[src/rtl/issue_scheduler.sv]
// issue_scheduler: single-word issue head, per-unit latency tracking, register scoreboard and
// lowest-opcode-first writeback arbiter. Define SCHED_PERF_EN to enable the stall counter.
module issue_scheduler #(
    parameter int LAT_SIMPLE = 1,
    parameter int LAT_MUL    = 3,
    parameter int LAT_LONG   = 8,
    parameter int CNT_W      = 16
) (
    input  logic             clk,
    input  logic             rst,
    input  logic             instr_valid,
    input  logic [17:0]      instr,
    output logic             instr_ready,
    output logic             issue_valid,
    output logic [7:0]       issue_op,
    output logic             issue_sv,
    output logic [4:0]       issue_raddr,
    output logic [1:0]       issue_ram,
    output logic [4:0]       issue_waddr,
    output logic [1:0]       issue_wam,
    output logic             wb_valid,
    output logic             wb_sv,
    output logic [4:0]       wb_addr,
    output logic [7:0]       unit_busy,
    output logic             idle,
    output logic [CNT_W-1:0] stall_cnt
);

    typedef enum logic [1:0] {U_FREE = 2'd0, U_RUN = 2'd1, U_DONE = 2'd2} unit_state_t;

    logic             head_valid_r;
    logic [17:0]      head_r;
    logic [1:0][31:0] sb_r;
    unit_state_t      ust_r [8];
    unit_state_t      ust_s [8];
    logic [7:0]       ucnt_r [8];
    logic [7:0]       ucnt_s [8];
    logic [4:0]       uaddr_r [8];
    logic [7:0]       usv_r;
    logic [7:0]       busy_s;
    logic [7:0]       done_s;
    logic [2:0]       grant_s;
    logic             grant_valid_s;
    logic             issue_go_s;

    logic       head_sv_s;
    logic [2:0] head_opc_s;
    logic [4:0] head_raddr_s;
    logic [4:0] head_waddr_s;

    function automatic logic [7:0] lat_of(input logic [2:0] opc);
        case (opc)
            3'd2:              lat_of = 8'(LAT_MUL);
            3'd5, 3'd6, 3'd7:  lat_of = 8'(LAT_LONG);
            default:           lat_of = 8'(LAT_SIMPLE);
        endcase
    endfunction

    assign head_sv_s    = head_r[17];
    assign head_opc_s   = head_r[16:14];
    assign head_raddr_s = head_r[9:5];
    assign head_waddr_s = head_r[4:0];

    // Hazard check reads only the registered scoreboard; no bypass from writeback.
    assign issue_go_s  = head_valid_r & ~busy_s[head_opc_s]
                       & ~sb_r[head_sv_s][head_raddr_s] & ~sb_r[head_sv_s][head_waddr_s];
    assign instr_ready = ~head_valid_r | issue_go_s;
    assign idle        = ~head_valid_r & ~(|busy_s);
    assign unit_busy   = busy_s;

    // Per-unit busy and done flags decoded from the unit state machines.
    always_comb begin
        busy_s = 8'd0;
        done_s = 8'd0;
        for (int i = 0; i < 8; i++) begin
            busy_s[i] = (ust_r[i] != U_FREE);
            done_s[i] = (ust_r[i] == U_DONE);
        end
    end

    // Writeback arbiter: scan from the top so the lowest DONE opcode is the last to win.
    always_comb begin
        grant_valid_s = |done_s;
        grant_s       = 3'd0;
        for (int i = 7; i >= 0; i--) begin
            if (done_s[i]) begin
                grant_s = 3'(i);
            end else begin
                grant_s = grant_s;
            end
        end
    end

    // Unit FSM next state: FREE -> RUN -> DONE -> FREE, single-cycle ops go straight to DONE.
    always_comb begin
        for (int i = 0; i < 8; i++) begin
            ust_s[i]  = ust_r[i];
            ucnt_s[i] = ucnt_r[i];
            case (ust_r[i])
                U_FREE: begin
                    if (issue_go_s && (head_opc_s == 3'(i))) begin
                        ucnt_s[i] = lat_of(head_opc_s);
                        ust_s[i]  = (lat_of(head_opc_s) <= 8'd1) ? U_DONE : U_RUN;
                    end else begin
                        ust_s[i] = U_FREE;
                    end
                end
                U_RUN: begin
                    ucnt_s[i] = ucnt_r[i] - 8'd1;
                    if (ucnt_r[i] <= 8'd2) begin
                        ust_s[i] = U_DONE;
                    end else begin
                        ust_s[i] = U_RUN;
                    end
                end
                U_DONE: begin
                    if (grant_valid_s && (grant_s == 3'(i))) begin
                        ust_s[i] = U_FREE;
                    end else begin
                        ust_s[i] = U_DONE;
                    end
                end
                default: ust_s[i] = U_FREE;
            endcase
        end
    end

    // Head register, issue/writeback outputs, scoreboard and unit state registers.
    always_ff @(posedge clk) begin
        if (rst) begin
            head_valid_r <= 1'b0;
            head_r       <= 18'd0;
            sb_r         <= '0;
            issue_valid  <= 1'b0;
            issue_op     <= 8'd0;
            issue_sv     <= 1'b0;
            issue_raddr  <= 5'd0;
            issue_ram    <= 2'd0;
            issue_waddr  <= 5'd0;
            issue_wam    <= 2'd0;
            wb_valid     <= 1'b0;
            wb_sv        <= 1'b0;
            wb_addr      <= 5'd0;
            usv_r        <= 8'd0;
            for (int i = 0; i < 8; i++) begin
                ust_r[i]   <= U_FREE;
                ucnt_r[i]  <= 8'd0;
                uaddr_r[i] <= 5'd0;
            end
        end else begin
            if (instr_valid && instr_ready) begin
                head_valid_r <= 1'b1;
                head_r       <= instr;
            end else if (issue_go_s) begin
                head_valid_r <= 1'b0;
            end
            issue_valid <= issue_go_s;
            if (issue_go_s) begin
                issue_op              <= 8'd1 << head_opc_s;
                issue_sv              <= head_sv_s;
                issue_raddr           <= head_raddr_s;
                issue_ram             <= head_r[13:12];
                issue_waddr           <= head_waddr_s;
                issue_wam             <= head_r[11:10];
                uaddr_r[head_opc_s]   <= head_waddr_s;
                usv_r[head_opc_s]     <= head_sv_s;
            end
            wb_valid <= grant_valid_s;
            if (grant_valid_s) begin
                wb_sv   <= usv_r[grant_s];
                wb_addr <= uaddr_r[grant_s];
            end
            // Release the register while its writeback pulse is out, so dependents issue at wb+2.
            if (wb_valid) begin
                sb_r[wb_sv][wb_addr] <= 1'b0;
            end
            if (issue_go_s) begin
                sb_r[head_sv_s][head_waddr_s] <= 1'b1;
            end
            for (int i = 0; i < 8; i++) begin
                ust_r[i]  <= ust_s[i];
                ucnt_r[i] <= ucnt_s[i];
            end
        end
    end

`ifdef SCHED_PERF_EN
    // Saturating count of cycles in which a valid head word was held back.
    always_ff @(posedge clk) begin
        if (rst) begin
            stall_cnt <= '0;
        end else if (head_valid_r && !issue_go_s && (stall_cnt != {CNT_W{1'b1}})) begin
            stall_cnt <= stall_cnt + {{(CNT_W-1){1'b0}}, 1'b1};
        end
    end
`else
    assign stall_cnt = '0;
`endif

endmodule
[config.mk]
export PLATFORM = sky130hd
export DESIGN_NAME = issue_scheduler
export DESIGN_NICKNAME = d
export VERILOG_FILES = /design/src/rtl/issue_scheduler.sv
export SDC_FILE = /design/constraint.sdc
export NUM_CORES = 1
export LEC_CHECK = 0
export BUFFER_PORTS_ARGS = -buffer_cell sky130_fd_sc_hd__clkbuf_2
export CAP_MARGIN = 10
export CORE_MARGIN = 5
export CORE_UTILIZATION = 45
export CTS_BUF_LIST = sky130_fd_sc_hd__clkbuf_2
export DETAILED_ROUTE_END_ITERATION = 8
export HOLD_SLACK_MARGIN = 0.03
export MAX_ROUTING_LAYER = met4
export SLEW_MARGIN = 30
export SYNTH_ARGS = -nofsm -noshare
export SYNTH_HDL_FRONTEND = slang
export SYNTH_SLANG_ARGS = --single-unit
[constraint.sdc]
create_clock -name clk -period 3 [get_ports clk]
set_clock_uncertainty 0.05 [all_clocks]
set_input_delay 0.3 -clock clk [delete_from_list [all_inputs] [get_ports clk]]
set_output_delay 0.3 -clock clk [all_outputs]
set_load 0.02 [all_outputs]
# --- Yosys cells after proc, flatten, opt, wreduce, memory -nomap -nowiden ---
# Memories as Yosys holds them, arrays and structs flattened. A register that Yosys moved wholly into a read port is not among the register bits.
# Cells that the tools add are included.
word_totals:
  n_memories: 3
  input_bits: 21
  wordCells: 290
  out_inout_bits: 57
  ram_bits: 120
  register_bits: 117
op_classes:
  n_addsub: 8
  eq_ne: 30
  shift: 1
  bitwise_logic: 29
  n_reduce_logical: 45
  n_mux: 132
  n_lt_le_gt_ge: 28
memory_table:
  columns: ["memory", "depth", "word_bits", "read_ports", "rd_clocked_by_memory_dff", "wr", "line", "source"]
  rows:
  - ["ucnt_r", 8, 8, 8, 0, 8, "36", "logic [7:0] ucnt_r [8];"]
  - ["uaddr_r", 8, 5, 1, 1, 8, "38", "logic [4:0] uaddr_r [8];"]
  - ["ust_r", 8, 2, 8, 0, 8, "34", "unit_state_t ust_r [8];"]
op_table:
  columns: ["operator", "count"]
  rows:
  - ["$mux W8", 32]
  - ["$mux W64", 3]
  - ["$mux W32", 4]
  - ["$pmux W8 S2", 8]
  - ["$mux W2", 40]
  - ["$and A64 B64 Y64", 1]
  - ["$demux W32 S1", 2]
  - ["$le A8 B1 Y1 const B", 8]
  - ["$le A8 B2 Y1 const B", 8]
  - ["$not A64 Y64", 1]
  - ["$or A64 B64 Y64", 1]
  - ["$sub A8 B1 Y8 const B", 8]
  - ["$pmux W2 S3", 8]
  - ["$mux W3", 9]
  - ["$eq A3 B3 Y1 const B", 8]
  - ["$logic_and A1 B1 Y1", 22]
  - ["$lt A5 B6 Y1 const B", 3]
  - ["$reduce_bool A2 Y1", 9]
  - ["$or A1 B1 Y1", 17]
  - ["$eq A2 B1 Y1 const B", 8]
  - ["$eq A2 B2 Y1 const B", 8]
  - ["$logic_not A2 Y1", 8]
  - ["$mux W1", 16]
  - ["$reduce_or A8 Y1", 2]
  - ["other kinds (20)", 39]

# --- Logic depth before layout (Yosys ltp) ---
# Gate-level depths: netlist of the first run.
# An unclocked memory read counts as a cell.
depth:
  ltp_word: 16
  depth_mapped: 14
  mapped_depth_nobuf: 8

# --- Least setup slack after synthesis of the first run ---
# Ideal clock, no wire load.
synth_path:
  kind: "register to register"
  from: "reg head_r[17]"
  to: "mem uaddr_r[1][0], enable pin"
  required_time_ns: 2.632
  setup_slack_ns: 0.039
  stages_incl_launch_ff: 12
  period_less_slack_ns: 2.961
  arrival_time_ns: 2.593
  cell_sequence: "dfxtp_1 > buf_6 > buf_6 > mux4_2 > nand3_1 > nand4_1 > nor4_1 > and4_1 > buf_4 > buf_2 > nand4_2 > nand2_1"
synth_rtl:
  columns: ["item", "line", "source"]
  rows:
  - ["start: declaration", "32", "logic [17:0] head_r;"]
  - ["start signal: assignment", "153", "head_r <= instr;"]
  - ["end: declaration", "38", null]

# --- Worst setup path after layout of the first run ---
layout_path:
  from: "reg head_r[17]"
  to: "out instr_ready"
layout_between:
  elab_chain_cells: 8
  elab_cells_between_ends: 11
  classes_between: "mux (6); bitwise (5)"
layout_lines:
  columns: ["item", "line", "source"]
  rows:
  - ["$mux W32 (not written as such) * (2 in a row)", "66", "& ~sb_r[head_sv_s][head_raddr_s] & ~sb_r[head_sv_s][head_waddr_s];"]
  - ["$bmux W1 S5", "66", null]
  - ["$mux W1 (not written as such)", "66", null]
  - ["$not A1 Y1", "66", null]
  - ["$and A1 B1 Y1", "66", null]
  - ["$and A1 B1 Y1 *", "66", null]
  - ["$or A1 B1 Y1 *", "67", "assign instr_ready = ~head_valid_r | issue_go_s;"]
  - ["end: declaration", "13", "output logic instr_ready,"]
# Every way passes the cells marked *; elsewhere a longest branch is shown, timed or not. The select of a mux whose other input is x is not followed.

==> summary.txt, run 1 <==
DR vias/cell - 5.87
simple-gate share of the synthesized area - 23.5%
Startpoint Class - register
proportion of synthesized area in mux cells - 8.76%
Max-slew headroom - 26.6%
DP Area - 13500 um2
Yosys reg bits - 242
Power Dens Cells - 495 nW/um2
post-synthesis area per instance - 8.64 um2
area leader, netlist - dfxtp_1
IO Port Bufs - 61
share of cells above drive strength 1 - 23.8%
sequential share of the synthesized area - 42.7%
Adder-Cell Fraction of Synth Area - 1.63%
Top Metal Used - met4
Final Total Pwr - 7.33 mW
initial antenna violation count - 1
die area - 30700 um2
critical path cell sequence - buf_12, buf_12, mux4_2, mux2i_1, mux2i_1, a32oi_1, and4_4, buf_12, nand2_8, nand2_4, clkbuf_8
pin count of the biggest net entering global routing - 61
CP most frequent cell - buf_12
Rows - 60
GRT Total Usage - 25.1%
Max Cap Violations - 0
top cells by area, synth - dfxtp_1 33%, edfxtp_1 9.8%, nand2_1 4.9%, a21oi_1 4.6%, mux4_2 4.6%
fmax - 286 MHz
main combinational cell family by area after synthesis - simple AND/OR/NAND/NOR gates
Die W - 175 um
Final ANT Viol Nets - 0
GPL Wtd Cong - 0.908
EDFF count, synth - 40
Min Clock Period, post-route - 3.50 ns
Worst VDD drop - 0.000222 V
xor-xnor portion of the synthesized cell area - 0.356%
Residual DRC - 0
failing checks - negative setup slack
status - finished, violations left
first-pass GRT wire length - 60.7 mm
chip height - 175 um
Area growth syn-to-layout - 20.4%
metal2 WL - 18.4 mm
clock slew at reported path FFs - 0.11 ns
fillcell total - 2502
endpoint class of the critical path - primary output
CP max FO - 8
DP Wirelength - 26.7 mm
gr ovfl total - 0
M1 wire length - 15.8 mm
sinks on the clock net - 242
Clock Path Buffers - 3
cts bufs inserted - 67
mapped cell area - 12300 um2
Crit path arrival time - 3.15 ns
routed wire length - 38.9 mm
latest clock arrival within the worst-skew pair - 0.84 ns
final hold vios - 0
Worst Setup Slack, final - -0.498 ns
met3 routed WL - 2.88 mm
critical path's slowest cell - mux4_2
most frequent cell after synthesis - dfxtp_1
post-synthesis cell count - 1423
Placement Setup Slack - -0.255 ns
Synthesis Warnings - 0
Core ar. - 27000 um2
Final setup viols - 45
post-synthesis compound-gate area fraction - 17.4%
async set-reset flop share out of synthesis - 0%
DRT iter0 DRCs - 952
Netlist cell types - 78
drt wl/cell - 19.5 um
first drt pass iteration count - 6
top cell type's share of synthesized area - 32.9%
Largest stage delay, worst path - 0.49 ns
Final period util - 117%
most instantiated cells after synthesis - 202 x dfxtp_1, 162 x nand2_1, 150 x nor2_1, 113 x a21oi_1, 97 x o21ai_0
Pleak - 5.76 nW
root buf cell - clkbuf_2
Net count, final - 1643
hold crit path type - in -> reg
number of global-route vias before repair - 11297
H-tree levels - 3
CTS tree - yes
Synth Flop Type - dfxtp_1
Max Slew Vio Count - 0
IO Pins - 78
RSZ-0062 raised after global routing - yes
WS Path Type - reg -> out
Final Core Density - 54.9%
Final Instance Area - 14800 um2
Worst-Margin Slew - 1.10 ns
Critical Path RT - 2.65 ns
Initial Utilization - 45.6%
routed via count - 11703
## state kept, by name, indices dropped and copies added (netlist names)
| name | flops |
|---|---|
| issue_valid | 1 |
| issue_raddr | 5 |
| issue_wam | 2 |
| ust_r | 16 |
| uaddr_r | 40 |
| wb_sv | 1 |
| head_r | 18 |
| head_valid_r | 1 |
| issue_sv | 1 |
| usv_r | 8 |
| issue_ram | 2 |
| issue_waddr | 5 |
| wb_valid | 1 |
| ucnt_r | 64 |
| sb_r | 64 |
| issue_op | 8 |
| wb_addr | 5 |
## cell usage in the layout, fill, tap and decap left out, drive strengths merged, types with 7 or more instances in the layout
master	netlist	final
o41ai	7	7
inv	46	50
dfxtp	202	202
nand2b	24	24
mux4	25	25
clkbuf	66	166
o221ai	7	7
nand3	70	71
nor4	11	11
o211ai	9	9
o31ai	7	7
nor3	34	34
or2	10	10
nor2	150	150
edfxtp	40	40
and3	13	13
a21oi	114	114
a31oi	22	22
o21ai	98	98
a221oi	11	11
ha	16	16
o311ai	8	8
nand4	25	25
buf	41	122
or4	10	10
mux2i	48	48
nand2	163	163
a311oi	9	9
nand3b	9	9
nor2b	19	19
a211oi	15	15
dlygate4sd3	0	20
nand4b	7	8
nor3b	8	8
conb	1	16
and2	9	9
or3	8	8
## cell families (layout without fill, tap and decap cells)
logic type,Yosys count,after routing
xor+xnor,5,5
fa+ha+maj,16,16
buf+inv,153,366
flops,242,242
compound gates,346,346
other cells,1,17
simple gates,584,586
mux,76,76
## final timing paths
| path | from | to | slack (ns) | cells past startpoint |
|---|---|---|---|---|
| worst min register to register | issue_waddr[0] | issue_waddr[0] | 0.41 | 2 |
| worst max-delay path | head_r[17] | instr_ready | -0.50 | 11 |
| worst max register to register | head_r[17] | usv_r[7] | -0.12 | 14 |
| worst min-delay path | instr[4] | head_r[4] | 0.18 | 4 |
## area by class of cell
cell class              instances  area, um2  area share, %
clock buffers                 105        526           3.55
inverters                      46        173           1.17
multi-input cells            1045       6680           45.1
clock inverters                11       95.1          0.642
diodes                          1       2.50         0.0169
flip-flops and latches        242       5250           35.5
well taps                     341        427           2.88
repair buffers                204       1650           11.2
## critical path, delay by kind of cell (launching register included)
| kind | cells | cell delay, ns |
|---|---|---|
| compound gates | 1 | 0.25 |
| mux | 3 | 0.77 |
| flops | 1 | 0.38 |
| simple gates | 3 | 0.43 |
| buf+inv | 4 | 0.52 |
## power breakdown
group | switching, mW | internal, mW
Sequential | 0.135 | 3.39
Clock | 1.41 | 1.08
Combinational | 0.791 | 0.522
Total | 2.33 | 5.00
## timing repair
item,in CTS,in global routing
setup endpoints to repair,226,163
setup buffers,8,3
pin swaps,6,19
gates cloned,1,3
resized for setup,31,60
hold buffers,20,0
hold endpoints to repair,55,0
## through the flow
step                setup TNS, ns  hold slack, ns  cells
global route                -7.84           0.145   1995
finish                      -1.92           0.182   1995
CTS                        -0.651           0.106   1988
global placement           -24.84           0.389   1843
floorplan                       0           0.367   1438
detailed placement         -22.32           0.397   1843
## per-layer routing
| metal | global-route usage, % | vias to the layer above |
|---|---|---|
| li1 | - | 5561 |
| met1 | 30.7 | 5525 |
| met2 | 40.0 | 485 |
| met3 | 4.82 | 132 |
| met4 | 12.4 | 0 |
| met5 | - | - |
No activity file was read; power rests on OpenSTA's default activity.
==> run 2: changes to the inputs <==
--- a/config.mk
+++ b/config.mk
@@ -13,7 +13,7 @@
 export DETAILED_ROUTE_END_ITERATION = 8
 export HOLD_SLACK_MARGIN = 0.03
 export MAX_ROUTING_LAYER = met4
-export SLEW_MARGIN = 30
+export PLACE_DENSITY = 0.71
 export SYNTH_ARGS = -nofsm -noshare
 export SYNTH_HDL_FRONTEND = slang
 export SYNTH_SLANG_ARGS = --single-unit
==> summary.txt, run 2 (synthesized netlist as in run 1, its figures left out) <==
Worst VDD drop - 0.000275 V (was 0.000222 V)
multi-input logic area - 7350 um2 (was 6680 um2)
Net count, final - 1652 (was 1643)
Setup TNS - -33.82 ns (was -1.92 ns)
IO Port Bufs - 61 (unchanged)
DRT iter0 DRCs - 1124 (was 952)
GPL Wtd Cong - 0.960 (was 0.908)
R2R Path Start - head_r[17] (unchanged)
Placement Setup Slack - -0.266 ns (was -0.255 ns)
Max-slew headroom - 17.9% (was 26.6%)
Min Clock Period, post-route - 3.49 ns (was 3.50 ns)
Max Slew Vio Count - 0 (unchanged)
Pleak - 5.93 nW (was 5.76 nW)
Reg area - 5250 um2 (about the same)
M1 wire length - 15.5 mm (was 15.8 mm)
Largest regs - sb_r x64, ucnt_r x64, uaddr_r x40 (unchanged)
H-tree levels - 3 (unchanged)
Top Metal Used - met4 (unchanged)
r2r setup slk - -0.27 ns (was -0.12 ns)
commonest non-fill, non-tap cell in the layout - dfxtp_1 (unchanged)
first-pass GRT wire length - 59.6 mm (was 60.7 mm)
routed via count - 12212 (was 11703)
WHS - 0.206 ns (was 0.182 ns)
reg2reg end - ucnt_r[0][21] (was usv_r[7])
Critical Path RT - 2.65 ns (about the same)
metal2 WL - 18.8 mm (was 18.4 mm)
Startpoint Class - register (unchanged)
Power Dens Cells - 478 nW/um2 (was 495 nW/um2)
IO Pins - 78 (unchanged)
fmax - 286 MHz (about the same)
most frequent cells in the layout - 200 x dfxtp_1, 161 x clkbuf_2, 144 x nand2_1, 127 x nor2_1, 81 x a21oi_1 (was 199 x dfxtp_1, 164 x clkbuf_2, 152 x nand2_1, 140 x nor2_1, 111 x a21oi_1)
Residual DRC - 0 (unchanged)
pin count of the biggest net entering global routing - 64 (was 61)
CTS tree - yes (unchanged)
Clock Path Buffers - 3 (unchanged)
share of cells above drive strength 1 - 31.1% (was 23.8%)
clock slew at reported path FFs - 0.11 ns (about the same)
routed wire length - 39.4 mm (was 38.9 mm)
gr ovfl total - 0 (unchanged)
latest clock arrival within the worst-skew pair - 0.84 ns (about the same)
failing checks - negative setup slack (unchanged)
Max Cap Violations - 0 (unchanged)
Final ANT Viol Nets - 0 (unchanged)
DP Wirelength - 26.0 mm (was 26.7 mm)
GRT Total Usage - 24.5% (was 25.1%)
Initial Utilization - 45.6% (unchanged)
crit path capture - instr_ready (unchanged)
Crit path arrival time - 3.14 ns (was 3.15 ns)
Cell Count, Final, Fillers Out - 2001 (was 1995)
CP max FO - 6 (was 8)
Final period util - 116% (was 117%)
die area - 30700 um2 (unchanged)
initial antenna violation count - 1 (unchanged)
sinks on the clock net - 242 (unchanged)
number of global-route vias before repair - 11245 (was 11297)
endpoint class of the critical path - primary output (unchanged)
Worst Setup Slack, final - -0.491 ns (was -0.498 ns)
final hold vios - 0 (unchanged)
Rows - 60 (unchanged)
drt wl/cell - 19.7 um (was 19.5 um)
RSZ-0062 raised after global routing - yes (unchanged)
placed cell count - 1837 (was 1843)
WS Path Type - reg -> out (unchanged)
chip height - 175 um (unchanged)
Worst-Margin Slew - 1.23 ns (was 1.10 ns)
fillcell total - 2253 (was 2502)
Die W - 175 um (unchanged)
status - finished, violations left (unchanged)
FF-to-FF path depth - 15 (was 14)
root buf cell - clkbuf_2 (unchanged)
Core ar. - 27000 um2 (unchanged)
Final setup viols - 227 (was 45)
DR vias/cell - 6.10 (was 5.87)
cts bufs inserted - 66 (was 67)
Area growth syn-to-layout - 27.2% (was 20.4%)
met3 routed WL - 3.38 mm (was 2.88 mm)
first drt pass iteration count - 6 (unchanged)
Critical Path Start - head_r[17] (unchanged)
hold crit path type - in -> reg (unchanged)
[run 2: cell count changes in the layout (fill, tap and decap cells not counted), moves of 10 or more]
cell     change
o21ai_2     +33
a21oi_1     -30
a21oi_2     +29
o21ai_0     -28
buf_6       +22
buf_4       -19
nor2_1      -13
nand3_1     -10
[run 2: final cells by class]
type	count	share of cell area, %
clock buffers	102	3.26
clock inverters	9	0.408
repair buffers	213	11.9
diodes	2	0.0320
multi-input cells	1046	47.0
inverters	46	1.10
flip-flops and latches	242	33.6
well taps	341	2.73
[run 2: metal layers]
metal | up-vias | global-route usage, %
li1 | 5596 | -
met1 | 5799 | 30.3
met2 | 679 | 39.2
met3 | 138 | 4.91
met4 | 0 | 10.3
met5 | - | -
[run 2: worst min-delay path by stage]
| stage | startpoint | end | slack [ns] | depth (start not counted) |
|---|---|---|---|---|
| CTS | instr[12] | head_r[12] | 0.16 | 4 |
| global placement | head_r[11] | issue_wam[1] | 0.39 | 2 |
| detailed placement | head_r[13] | issue_ram[1] | 0.40 | 2 |
| finish | instr[12] | head_r[12] | 0.21 | 4 |
| global route | instr[2] | head_r[2] | 0.19 | 4 |
| floorplan | instr_valid | head_valid_r | 0.37 | 2 |
[run 2: timing repair]
action	in CTS	in global routing
pin swaps	5	105
hold endpoints to repair	56	0
gates cloned	1	7
hold buffers	20	0
resized for setup	29	266
setup endpoints to repair	215	248
buffers inserted	5	19
[run 2: power by group]
| part | total [mW] | internal (mW) | switching, mW |
|---|---|---|---|
| Sequential | 3.54 | 3.39 | 0.147 |
| Combinational | 1.56 | 0.654 | 0.904 |
| Clock | 2.37 | 0.970 | 1.40 |
[run 2: worst max-delay path, cell delays in order, from the launching register on]
cell,delay [ns]
dfxtp_4,0.44
buf_6,0.12
mux4_2,0.47
or3b_1,0.39
a32oi_2,0.25
and4_4,0.29
buf_12,0.11
nand2_8,0.05
nand2_4,0.07
buf_8,0.11
[run 2: through the flow]
stage | instance area [um2] | total power, mW | utilization, %
final | 15600 | 7.47 | 58.1
after global routing | 15600 | 7.80 | 58.0
after global placement | 13400 | 4.72 | 49.8
after detailed placement | 13400 | 4.73 | 49.8
after floorplan | 12400 | 4.29 | -
after CTS | 14400 | 7.16 | 53.5
